[config.mk]
export PLATFORM = sky130hd
export DESIGN_NAME = pcpi_coproc_sched
export DESIGN_NICKNAME = d
export VERILOG_FILES = /design/src/rtl/pcpi_coproc_sched_pkg.sv /design/src/rtl/pcpi_prio_onehot.sv /design/src/rtl/pcpi_coproc_sched.sv
export SDC_FILE = /design/constraint.sdc
export NUM_CORES = 1
export LEC_CHECK = 0
export CORE_AREA = 5 5 147 149
export CTS_BUF_LIST = sky130_fd_sc_hd__clkbuf_8
export DETAILED_ROUTE_END_ITERATION = 8
export DIE_AREA = 0 0 152 154
export GPL_ROUTABILITY_DRIVEN = 0
export PLACE_DENSITY = 0.57
export SLEW_MARGIN = 15
export SYNTH_ARGS = -nofsm -noshare
export SYNTH_HDL_FRONTEND = slang
export SYNTH_SLANG_ARGS = --single-unit
[constraint.sdc]
create_clock -name clk -period 3.1 [get_ports clk]
set_clock_uncertainty 0.2 [all_clocks]
set_input_delay 0.31 -clock clk [delete_from_list [all_inputs] [get_ports clk]]
set_output_delay 0.31 -clock clk [all_outputs]
set_load 0.005 [all_outputs]
[src/rtl/pcpi_coproc_sched_pkg.sv]
// Shared types and constants for the PCPI coprocessor scheduler.
package pcpi_coproc_sched_pkg;

    // Width of the PCPI data paths (insn, rs1, rs2, rd).
    localparam int XLEN = 32;

    // Scheduler FSM states; encodings are fixed so they read the same in waveforms.
    typedef enum logic [2:0] {
        ST_IDLE  = 3'd0,
        ST_CLAIM = 3'd1,
        ST_BUSY  = 3'd2,
        ST_DONE  = 3'd3,
        ST_DRAIN = 3'd4
    } state_t;

endpackage

[src/rtl/pcpi_prio_onehot.sv]
// Lowest-index-wins one-hot select with a flag for more than one request.
module pcpi_prio_onehot #(
    parameter int N = 4
) (
    input  logic [N-1:0] req,
    output logic [N-1:0] onehot,
    output logic         multi
);

    // Isolate the lowest set bit; anything left over means several requesters.
    always_comb begin
        onehot = req & (~req + N'(1));
        multi  = |(req & ~onehot);
    end

endmodule

[src/rtl/pcpi_coproc_sched.sv]
// Scheduler between the picorv32 PCPI port and N_CP coprocessors: broadcasts
// the request, latches the first claimant as owner and returns only its result.
module pcpi_coproc_sched
    import pcpi_coproc_sched_pkg::*;
#(
    parameter int N_CP          = 4,
    parameter int CLAIM_TIMEOUT = 12,  // keep below the CPU's 16-cycle PCPI trap window
    parameter int BUSY_TIMEOUT  = 0,   // 0 disables the busy watchdog
    parameter int CNT_W         = 16
) (
    input  logic                 clk,
    input  logic                 resetn,
    input  logic                 pcpi_valid,
    input  logic [XLEN-1:0]      pcpi_insn,
    input  logic [XLEN-1:0]      pcpi_rs1,
    input  logic [XLEN-1:0]      pcpi_rs2,
    output logic                 pcpi_wr,
    output logic [XLEN-1:0]      pcpi_rd,
    output logic                 pcpi_wait,
    output logic                 pcpi_ready,
    output logic [N_CP-1:0]      cp_valid,
    output logic [XLEN-1:0]      cp_insn,
    output logic [XLEN-1:0]      cp_rs1,
    output logic [XLEN-1:0]      cp_rs2,
    input  logic [N_CP-1:0]      cp_wr,
    input  logic [XLEN*N_CP-1:0] cp_rd,
    input  logic [N_CP-1:0]      cp_wait,
    input  logic [N_CP-1:0]      cp_ready,
    input  logic [N_CP-1:0]      en_mask,
    input  logic                 err_clear,
    output logic                 err_multi,
    output logic                 err_timeout,
    output logic [N_CP-1:0]      owner
);

    localparam logic [CNT_W-1:0] CLAIM_LIM = CNT_W'(CLAIM_TIMEOUT);
    localparam logic [CNT_W-1:0] BUSY_LIM  = CNT_W'(BUSY_TIMEOUT);

    state_t           state;
    logic [CNT_W-1:0] cnt;
    logic [CNT_W-1:0] cnt_inc;
    logic [N_CP-1:0]  claim;
    logic [N_CP-1:0]  sel;
    logic             multi;
    logic [N_CP-1:0]  mask;
    logic [N_CP-1:0]  src;
    logic [XLEN-1:0]  rd_mux;
    logic             wr_mux;

    // Operands go to every coprocessor unregistered; only valid is gated.
    assign cp_insn = pcpi_insn;
    assign cp_rs1  = pcpi_rs1;
    assign cp_rs2  = pcpi_rs2;

    // A disabled coprocessor can never claim, whatever it drives.
    assign claim = (cp_wait | cp_ready) & en_mask;

    pcpi_prio_onehot #(.N(N_CP)) u_prio (
        .req    (claim),
        .onehot (sel),
        .multi  (multi)
    );

    // Gate valid: broadcast while looking for a claimant, owner only once busy.
    always_comb begin
        // NOTE: every always_comb output gets a default first so no path can infer a latch.
        mask = '0;
        unique case (state)
            ST_IDLE, ST_CLAIM: mask = '1;
            ST_BUSY:           mask = owner;
            default:           mask = '0;
        endcase
        cp_valid = {N_CP{pcpi_valid}} & en_mask & mask;
    end

    // AND-OR result mux over the one-hot source (the fresh claimant in CLAIM, else the owner).
    always_comb begin
        src     = (state == ST_CLAIM) ? sel : owner;
        rd_mux  = '0;
        wr_mux  = 1'b0;
        for (int i = 0; i < N_CP; i++) begin
            rd_mux = rd_mux | (cp_rd[XLEN*i +: XLEN] & {XLEN{src[i]}});
            wr_mux = wr_mux | (cp_wr[i] & src[i]);
        end
    end

    // Saturating increment shared by the claim and busy watchdogs.
    assign cnt_inc = (&cnt) ? cnt : cnt + CNT_W'(1);

    // Scheduler FSM with registered PCPI outputs and sticky error flags.
    always_ff @(posedge clk) begin
        // NOTE: sequential state uses non-blocking assignments only; later assignments in
        // this block deliberately override the defaults written above them.
        if (!resetn) begin
            state       <= ST_IDLE;
            cnt         <= '0;
            owner       <= '0;
            pcpi_wr     <= 1'b0;
            pcpi_rd     <= '0;
            pcpi_wait   <= 1'b0;
            pcpi_ready  <= 1'b0;
            err_multi   <= 1'b0;
            err_timeout <= 1'b0;
        end else begin
            // Result and handshake are zero unless a branch below drives them.
            pcpi_wr    <= 1'b0;
            pcpi_rd    <= '0;
            pcpi_wait  <= 1'b0;
            pcpi_ready <= 1'b0;

            // Clear first so a set event in the same cycle wins.
            if (err_clear) begin
                err_multi   <= 1'b0;
                err_timeout <= 1'b0;
            end

            unique case (state)
                ST_IDLE: begin
                    owner <= '0;
                    if (pcpi_valid) begin
                        cnt   <= '0;
                        state <= ST_CLAIM;
                    end
                end

                ST_CLAIM: begin
                    if (!pcpi_valid) begin
                        owner <= '0;
                        state <= ST_IDLE;
                    end else if (|claim) begin
                        owner <= sel;
                        if (multi) err_multi <= 1'b1;
                        if (|(sel & cp_ready)) begin
                            pcpi_ready <= 1'b1;
                            pcpi_wr    <= wr_mux;
                            pcpi_rd    <= rd_mux;
                            state      <= ST_DONE;
                        end else begin
                            pcpi_wait <= 1'b1;
                            cnt       <= '0;
                            state     <= ST_BUSY;
                        end
                    end else begin
                        cnt <= cnt_inc;
                        // Nobody claimed: drop silently so the CPU raises its illegal-insn trap.
                        if (cnt_inc == CLAIM_LIM) state <= ST_DRAIN;
                    end
                end

                ST_BUSY: begin
                    if (!pcpi_valid) begin
                        // CPU gave up; the coprocessor is simply abandoned.
                        owner <= '0;
                        state <= ST_IDLE;
                    end else if (|(owner & en_mask & cp_ready)) begin
                        pcpi_ready <= 1'b1;
                        pcpi_wr    <= wr_mux;
                        pcpi_rd    <= rd_mux;
                        state      <= ST_DONE;
                    end else if (BUSY_TIMEOUT != 0 && cnt_inc == BUSY_LIM) begin
                        // Forced completion with no writeback.
                        pcpi_ready  <= 1'b1;
                        err_timeout <= 1'b1;
                        state       <= ST_DONE;
                    end else begin
                        pcpi_wait <= 1'b1;
                        cnt       <= cnt_inc;
                    end
                end

                ST_DONE: begin
                    owner <= '0;
                    state <= pcpi_valid ? ST_DRAIN : ST_IDLE;
                end

                ST_DRAIN: begin
                    owner <= '0;
                    if (!pcpi_valid) state <= ST_IDLE;
                end

                default: state <= ST_IDLE;
            endcase
        end
    end

endmodule

## After elaboration in Yosys (flattened, before gate mapping)

Cells that the tools add are included.

- Word-level logic and storage cells: 116
- Flip-flop bits (word level): 59

- Mux-type cells: 53
- Equal/unequal tests: 15
- Reductions and logical operators: 13
- Add/sub/neg operators: 2
- Bitwise logic cells: 25

Operators with widths:

| cell | count |
|---|---|
| $mux W32 | 5 |
| $and A32 B32 Y32 | 4 |
| $mux W16 | 7 |
| $or A32 B32 Y32 | 3 |
| $pmux W32 S2 | 1 |
| $pmux W16 S3 | 1 |
| $and A4 B4 Y4 | 8 |
| $mux W3 | 8 |
| $mux W1 | 21 |
| $add A16 B1 Y16 const B | 1 |
| $eq A16 B4 Y1 const B | 1 |
| $mux W4 | 4 |
| $reduce_and A16 Y1 | 1 |
| $reduce_or A4 Y1 | 4 |
| $pmux W3 S5 | 1 |
| $ne A2 B2 Y1 const B | 6 |
| $pmux W4 S3 | 1 |
| $not A4 Y4 | 2 |
| $pmux W4 S2 | 1 |
| $eq A3 B2 Y1 const B | 2 |
| $ne A3 B3 Y1 const B | 2 |
| $pmux W1 S2 | 3 |
| $reduce_and A6 Y1 | 1 |
| $reduce_bool A3 Y1 | 2 |
| 13 further kinds | 18 |

## Depth between registers and ports, before layout

Gate-level depths: netlist of the first run.

- Word-level depth: 14
- Mapped depth: 9
- Gate-level depth less buffers: 8

## Hierarchy

From an unflattened synthesis of the first run, not the netlist that was laid out.

- Cells, all modules: 516
- Area, all modules: 4136.5 µm²

By module, submodules not included:

| module | area each (µm²) | instances | cells each |
|---|---|---|---|
| pcpi_coproc_sched | 4073.9 | 1 | 509 |
| pcpi_prio_onehot | 62.6 | 1 | 7 |

## Least setup slack after synthesis of the first run

No wires, ideal clock.

- Path kind: register -> register
- From: reg cnt[1]
- To: reg state[0]
- Clock period less this slack: 2.394 ns
- Library setup time: 0.116 ns
- Path slack: 0.706 ns
- Data required time: 2.784 ns
- Cell stages (with the launch flop): 9
- Buffers on the path: 0
- Data arrival time: 2.078 ns
- Path through: dfxtp_1 ha_1 nand4_1 or4_4 nand3_2 mux2i_1 and4_4 a31oi_1 o211a_1

- Word-level cells in the longest chain between the ends: 5

Ends and longest elaborated chain:

| item | RTL line | text |
|---|---|---|
| start: declaration | pcpi_coproc_sched.sv:40 | `logic [CNT_W-1:0] cnt;` |
| start signal: assignment | pcpi_coproc_sched.sv:144 | `cnt <= cnt_inc;` |
| start signal: assignment | pcpi_coproc_sched.sv:167 | `cnt <= cnt_inc;` |
| $add A16 B1 Y16 or $reduce_and A16 Y1 (tied branches) | pcpi_coproc_sched.sv:88 | `assign cnt_inc = (&cnt) ? cnt : cnt + CNT_W'(1);` |
| $mux W16 * | pcpi_coproc_sched.sv:88 |  |
| $eq A16 B4 Y1 * | pcpi_coproc_sched.sv:146 | `if (cnt_inc == CLAIM_LIM) state <= ST_DRAIN;` |
| $ne A4 B2 Y1 (no source line) * | - |  |
| $reduce_and A4 Y1 (no source line) * | - |  |
| end signal: assignment | pcpi_coproc_sched.sv:173 | `state <= pcpi_valid ? ST_DRAIN : ST_IDLE;` |
| end: declaration | pcpi_coproc_sched.sv:39 | `state_t state;` |

Mark *: on every way between the ends. The rest lies on a longest branch, timed or not.
A chain may end at the register's enable or synchronous reset.

## Worst setup path in the final report of the first run

Ends and elaborated chain as after synthesis.

==> results of run 1 <==
==> metrics by stage <==
step / util, % / hold WS [ns] / power [uW] / worst slack, ns / cells
after global placement: 27.7 / 0.333 / 1200 / 0.402 / 864
after detailed placement: 27.7 / 0.337 / 1200 / 0.380 / 864
after global routing: 28.8 / 0.307 / 2100 / 0.364 / 880
after CTS: 28.8 / 0.286 / 2040 / 0.473 / 880
after floorplan: - / 0.250 / 1050 / 0.706 / 524
final: 28.8 / 0.312 / 2010 / 0.498 / 880
==> where the power goes <==
part	internal, uW	switching (uW)	total, uW	leakage [uW]
Sequential	765	12.9	778	0.000476
Clock	493	327	820	0.000117
Combinational	250	159	409	0.00129
Total	1510	499	2010	0.00188
==> synth_stat cells, types with 7 or more instances <==
library cell               count  area, um2
sky130_fd_sc_hd__inv_1         9       33.8
sky130_fd_sc_hd__o21ai_0      14       70.1
sky130_fd_sc_hd__nor2_1       26       97.6
sky130_fd_sc_hd__clkbuf_1     26       97.6
sky130_fd_sc_hd__buf_4        97        728
sky130_fd_sc_hd__a222oi_1     33        330
sky130_fd_sc_hd__nor3_1        7       35.0
sky130_fd_sc_hd__nand4_1       8       50.1
sky130_fd_sc_hd__a21oi_1      46        230
sky130_fd_sc_hd__o221a_2       7       78.8
sky130_fd_sc_hd__dfxtp_1      59       1180
sky130_fd_sc_hd__nand3_1      18       90.1
sky130_fd_sc_hd__nand2b_1      8       50.1
sky130_fd_sc_hd__nand2_1      72        270
sky130_fd_sc_hd__a31oi_1       7       43.8
==> final timing paths <==
kind,endpoint,slack [ns],from,depth (start not counted)
worst max-delay path,state[0],0.50,cnt[1],8
worst min-delay path,pcpi_rd[16],0.31,cp_rd[112],3
worst max register to register,state[0],0.50,cnt[1],8
worst min register to register,owner[3],0.34,owner[3],2
==> layer usage <==
metal	up-vias	share of wire, %
li1	1979	-
met1	1854	38
met2	244	49
met3	14	12
met4	0	1.4
met5	-	0
==> logic make-up (layout without fill, tap and decap cells) <==
logic type                 after synthesis  in the layout
other                                    1              1
muxes                                    7              7
buffers and inverters                  138            224
xor gates and xnor gates                 3              3
adders and majority gates                2              2
AOI/OAI and AO/OA                      139            139
DFF                                     59             59
and+or+nand+nor                        175            175
==> worst max-delay path: stages (launching register included) <==
cell and delay (ns):
sky130_fd_sc_hd__dfxtp_1 0.46, sky130_fd_sc_hd__ha_1 0.30, sky130_fd_sc_hd__nand4_1 0.14, sky130_fd_sc_hd__or4_4 0.48, sky130_fd_sc_hd__nand3_2 0.11, sky130_fd_sc_hd__mux2i_1 0.22
sky130_fd_sc_hd__and4_4 0.25, sky130_fd_sc_hd__a31oi_1 0.10, sky130_fd_sc_hd__o211a_1 0.22
==> layout make-up <==
type	count	area, um2	share of cell area (%)
inverter	9	33.8	0.585
timing repair buffer	199	1980	34.4
multi-input combinational	327	2010	34.8
clock buffer	11	151	2.62
sequential	59	1180	20.5
tap	270	338	5.85
clock inverter	5	76.3	1.32
==> sequential cells by signal (all words and copies together) (netlist names) <==
signal and cells:
pcpi_rd 32, owner 4, state 3, cnt 16
err_multi 1, pcpi_wait 1, pcpi_ready 1, pcpi_wr 1
==> key figures, run 1 <==
Critical path
  – Peak fanout along the critical path: 7
  – Kind of end point of the critical path: flop
  – Endpoint required time on the critical path: 3.13 ns
  – Category of the worst setup path launch point: flop
  – Crit path DAT: 2.63 ns
  – Category of the most critical setup path: reg -> reg

Clock network
  – Clock edge transition at the registers on the reported setup and hold paths: 0.08 ns
  – Post CTS Setup Buffer Count: 0
  – Hold buffer count at cts: 0
  – Number of buffers between clock root and the deepest sink: 2
  – Post-cts resize count: 0
  – Clock latency on the worst-skew pair: 0.34 ns
  – Root Buffer Master: sky130_fd_sc_hd__clkbuf_8
  – CTS tree: built
  – Number of H-tree levels: 3
  – Num Clock Sinks: 59
  – Number of CTS-inserted buffers: 9

Yosys
  – Mux contribution to synthesized area: 1.81%
  – Dominant register cell in the synthesized netlist: sky130_fd_sc_hd__dfxtp_1
  – Synth Area in Compound Gates: 24.4%
  – Ys async rst share: 0%
  – Unique masters post-synth: 59
  – Post-Syn Instances: 524
  – Area fraction in and, or, nand and nor cells after synthesis: 21.7%
  – Synthesis-stage register bit count: 59
  – Share of the yosys chip area belonging to registers: 29.0%
  – Combinational family with the most area after synthesis: compound AO/OA/AOI/OAI gates
  – Post-synthesis adder-cell area fraction: 0.553%
  – Netlist Area Pre-Place: 4070 um2
  – Syn_area_per_cell: 7.77 um2
  – Count of warnings emitted by yosys: 0
  – Number of flops mapped to enable cells by yosys: 0
  – Nets in the synthesized netlist: 769
  – Xor and xnor fraction of the mapped netlist area: 0.645%

Timing
  – Total count of max-transition violations in the final report: 0
  – Highest attainable clock frequency: 384 MHz
  – Worst rel slew slack: 53.9%
  – Final setup viols: 0
  – Final hold viol count: 0
  – Fraction of the cycle the final worst path needs: 83.9%
  – Transition time at the pin with the least slew margin: 0.691 ns
  – Setup Total Neg Slack: 0 ns
  – Unrepaired setup endpoints after global routing: false
  – Final critical delay including setup and external delays: 2.60 ns

Final layout
  – Commonest non-fill, non-tap cells in the layout: sky130_fd_sc_hd__clkdlybuf4s50_1 (191), sky130_fd_sc_hd__nand2_1 (72), sky130_fd_sc_hd__dfxtp_1 (59)
  – Fill cell count: 2218
  – Area of all placed cells without fillers: 5770 um2
  – Antenna diodes: 0
  – Final #Nets: 850
  – Most common cell after layout, fill and taps aside: sky130_fd_sc_hd__clkdlybuf4s50_1
  – Layout cells sized above 1: 7.70%
  – Area growth syn-to-layout: 41.7%

Job
  – Number of max-cap violations: 0

Place
  – Cell area after placement: 5540 um2
  – Half-perimeter wire length after detailed placement: 12300 um
  – PortBufs: 191

Routing
  – Post-detailed-route count of antenna-violating nets: 0
  – Via density: 4.65
  – First-pass DRT Iterations: 7
  – Final routed wire length divided by cell count: 17.6 um
  – Total via count after detailed routing: 4091
  – First-iteration detailed-routing DRC count: 351
  – # DRC: 0
  – Routed wire length: 15500 um

Power and ir drop
  – Maximum vdd drop: 0.163 mV
  – Power per unit of standard cell area: 348 nW/um2
  – Leakage component of the power: 0.00188 uW

Floorplan
  – Row count: 52
  – Full die area: 23400 um2
  – Starting density of the core: 20.3%
  – Ports placed on the boundary: 385
  – Die X-Extent: 152 um
  – Placeable core region: 20000 um2
  – Die Y: 154 um

GRT
  – Via count of the first global-routing pass: 4045
  – Met1 GRT Util: 13.8%
  – Initial antenna violation count: 0
  – Pin count of the biggest net entering global routing: 35
  – Remaining global-route overflow: 0
  – Fraction of met3 tracks used by global routing: 5.82%
  – GRT Total Usage: 12.4%
  – Most congested layer reported by global routing: met2
  – Global-route wire length before repair: 23100 um
  – Met2 routing resource usage after global routing: 21.1%

Status
  – Outcome: finished clean

Hold path
  – Worst hold path type: in -> reg
Note: power is estimated with default switching activity, not from simulation.
==> run 2: changes to the inputs <==
--- a/config.mk
+++ b/config.mk
@@ -5,12 +5,12 @@
 export SDC_FILE = /design/constraint.sdc
 export NUM_CORES = 1
 export LEC_CHECK = 0
-export CORE_AREA = 5 5 147 149
+export CORE_AREA = 5 5 146 148
 export CTS_BUF_LIST = sky130_fd_sc_hd__clkbuf_8
 export DETAILED_ROUTE_END_ITERATION = 8
-export DIE_AREA = 0 0 152 154
+export DIE_AREA = 0 0 151 153
 export GPL_ROUTABILITY_DRIVEN = 0
-export PLACE_DENSITY = 0.57
+export PLACE_DENSITY = 0.6
 export SLEW_MARGIN = 15
 export SYNTH_ARGS = -nofsm -noshare
 export SYNTH_HDL_FRONTEND = slang
==> constraint.sdc (replaced) <==
create_clock -name clk -period 2.3 [get_ports clk]
set_clock_uncertainty 0.2 [all_clocks]
set_input_delay 0.23 -clock clk [delete_from_list [all_inputs] [get_ports clk]]
set_output_delay 0.23 -clock clk [all_outputs]
set_load 0.005 [all_outputs]
==> key figures, run 2 (synthesis results as in run 1) <==
Power and ir drop
  – Combinational fraction of design power: 23.7%
  – Maximum vdd drop: 0.196 mV
  – Total net switching power: 696 uW
  – Post-layout total power: 2640 uW
  – Fraction of power consumed by the clock network: 37.0%
  – Switching part of the total: 26.4%
  – Leakage component of the power: 0.00217 uW
  – Int Pwr: 1940 uW
  – Power per unit of standard cell area: 420 nW/um2
  – Power share of the sequential group: 39.3%

Place
  – Half-perimeter wire length after detailed placement: 13100 um
  – Pre-CTS setup slack: -0.222 ns
  – PortBufs: 191
  – Cell area after placement: 6050 um2

Clock network
  – Clock latency on the worst-skew pair: 0.35 ns
  – Root Buffer Master: sky130_fd_sc_hd__clkbuf_8
  – Number of H-tree levels: 3
  – Num Clock Sinks: 59
  – Clock edge transition at the registers on the reported setup and hold paths: 0.08 ns
  – CTS tree: built
  – Number of buffers between clock root and the deepest sink: 2
  – Number of CTS-inserted buffers: 9
  – Hold buffer count at cts: 0

Final layout
  – Antenna diodes: 0
  – Final #Nets: 909
  – Flip-flop count of the largest register, all copies and words added: 32
  – Biggest regs: pcpi_rd (32), cnt (16), owner (4)
  – Commonest non-fill, non-tap cells in the layout: sky130_fd_sc_hd__clkdlybuf4s50_1 (191), sky130_fd_sc_hd__nand2_1 (72), sky130_fd_sc_hd__buf_4 (61)
  – Area growth syn-to-layout: 54.5%
  – Most common cell after layout, fill and taps aside: sky130_fd_sc_hd__clkdlybuf4s50_1
  – Top reg by flops: pcpi_rd
  – Layout cells sized above 1: 17.6%
  – Fill cell count: 2150
  – Area of all placed cells without fillers: 6290 um2

Hold path
  – Worst hold path type: in -> reg

Floorplan
  – Row count: 52
  – Ports placed on the boundary: 385
  – Die Y: 153 um
  – Placeable core region: 19900 um2
  – Die X-Extent: 151 um
  – Starting density of the core: 20.5%
  – Full die area: 23100 um2

Critical path
  – Depth of the worst register-to-register path: 8
  – Worst path slowest cell: sky130_fd_sc_hd__or4_4
  – Kind of end point of the critical path: flop
  – Largest delay contributor family on the critical path: simple AND/OR/NAND/NOR gates
  – Capture point of the worst reg-to-reg path: state[0]
  – Critical Path Start: cnt[1]
  – Reg-to-reg critical path startpoint: cnt[1]
  – Peak per-stage delay on the critical path: 0.46 ns
  – Cell breakdown of the critical path: ha_4 > nand4_1 > or4_4 > nand3_2 > mux2i_1 > and4_4 > a31oi_1 > o211a_1
  – Category of the worst setup path launch point: flop
  – Peak fanout along the critical path: 5
  – R2r setup slk: 0.02 ns
  – Capture point of the critical path: state[0]
  – Combined buffer and inverter count along the critical path: 0
  – Endpoint required time on the critical path: 2.33 ns
  – Depth of the critical timing path with buffers and inverters included: 8
  – Crit path DAT: 2.31 ns
  – Category of the most critical setup path: reg -> reg

GRT
  – Remaining global-route overflow: 0
  – GRT Total Usage: 13.3%
  – Global-route wire length before repair: 24000 um
  – Pin count of the biggest net entering global routing: 35
  – Initial antenna violation count: 0
  – Via count of the first global-routing pass: 4429

Timing
  – Final hold viol count: 0
  – Final critical delay including setup and external delays: 2.28 ns
  – Total count of max-transition violations in the final report: 0
  – Fraction of the cycle the final worst path needs: 99.1%
  – Unrepaired setup endpoints after global routing: true
  – Highest attainable clock frequency: 439 MHz
  – Final setup viols: 0
  – Final worst setup slack: 0.0208 ns

Job
  – Number of max-cap violations: 0

Routing
  – # DRC: 0
  – First-pass DRT Iterations: 7
  – Post-detailed-route count of antenna-violating nets: 0
  – Total via count after detailed routing: 4370
  – First-iteration detailed-routing DRC count: 272
  – Via density: 4.65
  – Final routed wire length divided by cell count: 17.0 um
  – Routed wire length: 16000 um

Status
  – Outcome: finished clean
run 2: worst min path at each step:
stage,start,end,slack [ns],cells after the start
floorplan,cp_rd[96],pcpi_rd[0],0.17,2
global placement,pcpi_insn[11],cp_insn[11],0.26,0
detailed placement,pcpi_insn[11],cp_insn[11],0.26,0
CTS,cp_rd[110],pcpi_rd[14],0.20,3
global route,cp_rd[96],pcpi_rd[0],0.22,3
finish,cp_rd[110],pcpi_rd[14],0.23,3
run 2: area by class of cell:
type	instances	area (um2)	share of cell area, %
timing repair buffer	258	2490	39.6
multi-input combinational	327	2040	32.4
sequential	59	1190	18.9
tap	270	338	5.37
clock buffer	10	138	2.19
clock inverter	6	65.1	1.03
inverter	9	33.8	0.537
run 2: power groups by stage:
stage / sequential (uW) / combinational, uW / clock, uW
6_report: 1040 / 625 / 977
4_1_cts: 1040 / 625 / 1020
3_3_place_gp: 1060 / 620 / 0
2_1_floorplan: 1060 / 347 / 0
3_5_place_dp: 1060 / 622 / 0
5_1_grt: 1040 / 672 / 1070
run 2: tightest hold or removal path, delay by kind of cell:
kind                   cells  cell delay (ns)
buffers and inverters      1             0.39
AND/OR/NAND/NOR            1             0.05
AO/OA/AOI/OAI              1             0.05
run 2: repair_timing:
action,CTS,global route
pin swaps,1,2
resized for setup,3,7
endpoints found under the setup margin,1,9
buffers inserted,0,1
run 2: routing by layer:
metal  GRT usage (%)  wire length [um]  up-vias  part of all wire [%]
met5               0                 0        -                     0
met4            4.53               305        0                   1.9
met3            5.45              1580       16                   9.9
met2            22.6              8180      246                    51
met1            14.9              5920     2007                    37
li1                -                 -     2101                     -
run 2: stage by stage:
stage	utilization (%)	cells	hold WS [ns]	setup TNS (ns)
detailed placement	30.4	922	0.260	-3.18
global placement	30.4	922	0.260	-2.35
global route	31.6	939	0.219	-0.120
finish	31.6	939	0.226	0
floorplan	-	524	0.170	0
CTS	31.5	938	0.199	-0.00855
